<file path="config.mk">
export PLATFORM = sky130hd
export DESIGN_NAME = serial_sub_ctrl
export DESIGN_NICKNAME = d
export VERILOG_FILES = /design/src/rtl/serial_sub_ctrl.sv
export SDC_FILE = /design/constraint.sdc
export NUM_CORES = 1
export LEC_CHECK = 0
export CORE_UTILIZATION = 40
export DETAILED_ROUTE_END_ITERATION = 7
export GPL_TIMING_DRIVEN = 0
export SLEW_MARGIN = 20
export SYNTH_ARGS = -nofsm -noshare
export SYNTH_HDL_FRONTEND = slang
export SYNTH_SLANG_ARGS = --single-unit
export TNS_END_PERCENT = 100
</file>
<file path="constraint.sdc">
create_clock -name clk -period 4.4 [get_ports clk]
set_clock_uncertainty 0.1 [all_clocks]
set_input_delay 1.32 -clock clk [delete_from_list [all_inputs] [get_ports clk]]
set_output_delay 1.32 -clock clk [all_outputs]
set_load 0.1 [all_outputs]
</file>
<file path="src/rtl/serial_sub_ctrl.sv">
// Bit-serial a-b-bin over WIDTH bits, LSB first; done pulses WIDTH cycles after accept, start ignored while busy.
// Optional registered zero flag and port when SERIAL_SUB_FLAGS_EN is defined.
module serial_sub_ctrl #(
  parameter int WIDTH = 8
) (
  input  logic             clk,
  input  logic             rst,
  input  logic             start,
  input  logic [WIDTH-1:0] a,
  input  logic [WIDTH-1:0] b,
  input  logic             bin,
  output logic             busy,
  output logic             done,
  output logic [WIDTH-1:0] diff,
  output logic             bout
`ifdef SERIAL_SUB_FLAGS_EN
  ,
  output logic             zero
`endif
);

  localparam int CW = $clog2(WIDTH + 1);

  localparam logic [1:0] IDLE = 2'd0;
  localparam logic [1:0] RUN  = 2'd1;
  localparam logic [1:0] DONE = 2'd2;

  logic [1:0]       state_q, state_d;
  logic [WIDTH-1:0] a_q, a_d, b_q, b_d, res_q, res_d, diff_q, diff_d;
  logic             brw_q, brw_d, bout_q, bout_d;
  logic [CW-1:0]    cnt_q, cnt_d;
  logic             df, br, accept, last;

  assign df     = a_q[0] ^ b_q[0] ^ brw_q;
  assign br     = (~a_q[0] & b_q[0]) | (~(a_q[0] ^ b_q[0]) & brw_q);
  assign accept = (state_q != RUN) && start;
  assign last   = (cnt_q == CW'(WIDTH - 1));

  always_comb begin
    state_d = state_q;
    a_d     = a_q;
    b_d     = b_q;
    res_d   = res_q;
    brw_d   = brw_q;
    cnt_d   = cnt_q;
    diff_d  = diff_q;
    bout_d  = bout_q;
    if (state_q == RUN) begin
      // Each difference bit enters at the MSB so the LSB lands at bit 0 after WIDTH shifts.
      a_d   = a_q >> 1;
      b_d   = b_q >> 1;
      res_d = (res_q >> 1) | (WIDTH'(df) << (WIDTH - 1));
      brw_d = br;
      cnt_d = cnt_q + CW'(1);
      if (last) begin
        state_d = DONE;
        diff_d  = res_d;
        bout_d  = br;
      end
    end else if (accept) begin
      state_d = RUN;
      a_d     = a;
      b_d     = b;
      brw_d   = bin;
      cnt_d   = '0;
    end else begin
      state_d = IDLE;
    end
  end

  always_ff @(posedge clk or posedge rst) begin
    if (rst) begin
      state_q <= IDLE;
      a_q     <= '0;
      b_q     <= '0;
      res_q   <= '0;
      brw_q   <= 1'b0;
      cnt_q   <= '0;
      diff_q  <= '0;
      bout_q  <= 1'b0;
    end else begin
      state_q <= state_d;
      a_q     <= a_d;
      b_q     <= b_d;
      res_q   <= res_d;
      brw_q   <= brw_d;
      cnt_q   <= cnt_d;
      diff_q  <= diff_d;
      bout_q  <= bout_d;
    end
  end

  assign busy = (state_q == RUN);
  assign done = (state_q == DONE);
  assign diff = diff_q;
  assign bout = bout_q;

`ifdef SERIAL_SUB_FLAGS_EN
  logic zero_q, zero_d;

  always_comb begin
    zero_d = zero_q;
    if (state_q == RUN && last) zero_d = (res_d == '0);
  end

  always_ff @(posedge clk or posedge rst) begin
    if (rst) zero_q <= 1'b1;
    else     zero_q <= zero_d;
  end

  assign zero = zero_q;
`endif

endmodule

</file>
==> reports/qor.csv <==
stage,metric,value,unit
pwr,p_leak,1.020,nW
synth,synth_edf_count,0,
timing,period_share,87.21,%
synth,avgSynthCellArea,12.95,µm²
final_layout,antennaDiodeCount,0,
grt,antenna_found_initial,0,
final_layout,mostFrequentLayoutCell,dfrtp_1,
cts,cts_inserted_buffers,5,
drt,drt-initial-drc-count,62,
floorplan,placeableCoreArea,4058,µm²
place,finalWeightedCongestion,0.7069,
cts,htree_levels,2,
critical_path,path_class,flip-flop to output port,
pwr,powerDensity,837.1,nW/µm²
floorplan,fp.dieArea,4574,µm²
synth,synthFlopType,dfrtp_1,
synth,yosys.area.top_type,dfrtp_1,
cts,ctsHoldBuffers,0,
floorplan,dieHeight,67.63,µm
cts,cts_tree,done,
critical_path,required,2.98,ns
timing,slew_headroom,34.78,%
timing,setup_viol,0,
critical_path,reg2regPathDepth,4,
drt,ant_nets,0,
synth,syn-num-nets,155,
cts,clk_pin_slew_worst_paths,0.08,ns
cts,clock_path_buffers,2,
final_layout,final_cell_mix,"39 x dfrtp_1, 30 x clkdlybuf4s50_1, 18 x mux2i_1",
floorplan,die_w,67.63,µm
drt,drt_first_pass_iters,3,
drt,drc,0,
cts,cts_resized,0,
timing,fmax,260.6,MHz
drt,vias_per_cell,4.977,
pwr,power.switching,0.8015,mW
grt,grt_max_degree,28,
outcome,status,completed,
synth,synth_cells,133,
synth,yosysSeqAreaShare,56.64,%
cts,cts.sinks,39,
flow_run,maxCapViolations,0,
pwr,clkPwrFrac,16.5,%
critical_path,cp_max_fo,10,
cts,clk_latency,0.29,ns
synth,yosys_warnings,0,
synth,yosysTopAreaCellShare,56.64,%
pwr,p_seq_share,33.4,%
place,io_buffers,30,
grt,grt_use_total,16.18,%
timing,fin_crit,3.837,ns
cts,cts-root-buf,clkbuf_8,
timing,grt_setup_unrepaired,false,
final_layout,final_layout_size_suffix_gt1_share,20.93,%
floorplan,std_cell_rows,23,
drt,drt-total-wl,3.065,mm
synth,synth_area_leaders,"dfrtp_1 57%, mux2i_1 10%, mux2_2 6.5%",
drt,avgRoutedWirePerCell,13.81,µm
final_layout,fill_cells,351,
final_layout,nets,193,
timing,slew_violations,0,
cts,cts_setup_buffers,0,
floorplan,ios,31,
timing,setup-tns-final,0,ns
final_layout,design_area,2223,µm²
pwr,ir_drop,260.0,µV
synth,synthesis.area,1723,µm²
grt,grt_overflow,0,
synth,synth_cell_type_count,25,
synth,async_flop_share,100.0,%
critical_path,reg2reg_slack,2.88,ns
synth,ys_seq_elements,39,
hold_path,hold_path_depth,2,
final_layout,fin_util,54.79,%
hold_path,hold_class,flip-flop to flip-flop,
drt,route.vias.total,1105,
timing,worst_pin_slew,0.9753,ns
final_layout,synthToLayoutAreaGrowth,29.05,%
floorplan,start_util,42.46,%
critical_path,critPathCaptureType,output port,
timing,hold_violations,0,
critical_path,critPathLaunchType,flip-flop,
pwr,p_int,1.060,mW
place,dpl.hpwl,2.225,mm
critical_path,cp.arrival,2.42,ns
grt,grt_pass1_wl,5.257,mm
grt,grt_pass1_vias,1154,
pwr,switching_share,43.06,%
place,postPlaceCellArea,2106,µm²
pwr,combPwrFrac,50.0,%
[state kept, by name, summed over array words and instances, names as in the netlist]
register,flops
res_q,7
a_q,8
brw_q,1
cnt_q,4
diff,8
bout,1
state_q,2
b_q,8
[synthesized netlist by cell type (4+ instances only)]
| cell type | n |
|---|---|
| inv_1 | 4 |
| mux2i_1 | 18 |
| o21ai_0 | 15 |
| buf_2 | 4 |
| dfrtp_1 | 39 |
| nor2_1 | 4 |
| mux2_4 | 7 |
| nand2_1 | 16 |
| mux2_2 | 10 |
[power groups by stage]
| stage | clock network (mW) | logic [mW] | registers [mW] |
|---|---|---|---|
| after detailed placement | 0 | 0.941 | 0.631 |
| after CTS | 0.316 | 0.941 | 0.625 |
| final | 0.307 | 0.932 | 0.622 |
| after global placement | 0 | 0.926 | 0.623 |
| after global routing | 0.332 | 1.00 | 0.644 |
| after floorplan | 0 | 0.445 | 0.907 |
[cell families (layout without fill, tap and decap cells)]
family / Yosys count / count (layout) / synth area share [%]
compound gates: 18 / 18 / 5.592
xor+xnor: 1 / 1 / 0.5084
fa+ha+maj: 2 / 2 / 1.888
buf+inv: 12 / 51 / 4.865
flops: 39 / 39 / 56.65
mux: 35 / 35 / 23.09
simple gates: 26 / 26 / 7.407
[metrics by stage]
stage / hold WS [ns] / cells / power (mW) / setup WS (ns)
global route: 0.4257 / 222 / 1.979 / 0.5017
global placement: 0.3626 / 213 / 1.549 / 0.8786
finish: 0.3866 / 222 / 1.861 / 0.5628
detailed placement: 0.3713 / 214 / 1.572 / 0.8749
floorplan: 0.3492 / 133 / 1.352 / 1.821
CTS: 0.3892 / 222 / 1.883 / 0.5429
[per-layer routing]
metal / vias to the layer above / part of all wire, % / global-route usage (%) / routed length (µm)
met2: 27 / 47 / 26.98 / 1441
met3: 6 / 4.1 / 5.574 / 126
met4: 0 / 1.5 / 6.117 / 46
met5: - / 0 / 0 / 0
met1: 544 / 47 / 19.00 / 1451
li1: 528 / - / - / -
[final timing paths]
check	start	to
hold reg to reg	b_q[4]$_DFFE_PP0P_	b_q[3]$_DFFE_PP0P_
min in group asynchronous	rst	b_q[0]$_DFFE_PP0P_
hold / removal	b_q[4]$_DFFE_PP0P_	b_q[3]$_DFFE_PP0P_
setup reg to reg	cnt_q[0]$_DFFE_PP0P_	diff[5]$_DFFE_PP0P_
setup / recovery	state_q[1]$_DFFE_PP0P_	busy
max in group asynchronous	rst	cnt_q[0]$_DFFE_PP0P_
[critical path: stages, from the launching register on]
cell and delay [ns]:
dfrtp_1 0.41, nor2b_4 0.14, clkbuf_8 0.18, buf_2 0.22
clkdlybuf4s50_1 1.16
[area by class of cell]
| class | count | area, µm² | area share [%] |
|---|---|---|---|
| clock buffer | 6 | 82.58 | 3.714 |
| clock inverter | 2 | 35.03 | 1.576 |
| inverter | 4 | 15.01 | 0.6753 |
| multi-input combinational | 82 | 663.1 | 29.83 |
| timing repair buffer | 31 | 320.3 | 14.41 |
| buffer | 8 | 68.82 | 3.095 |
| sequential | 39 | 975.9 | 43.89 |
| tap | 50 | 62.56 | 2.814 |
(Power assumes the default switching activity.)
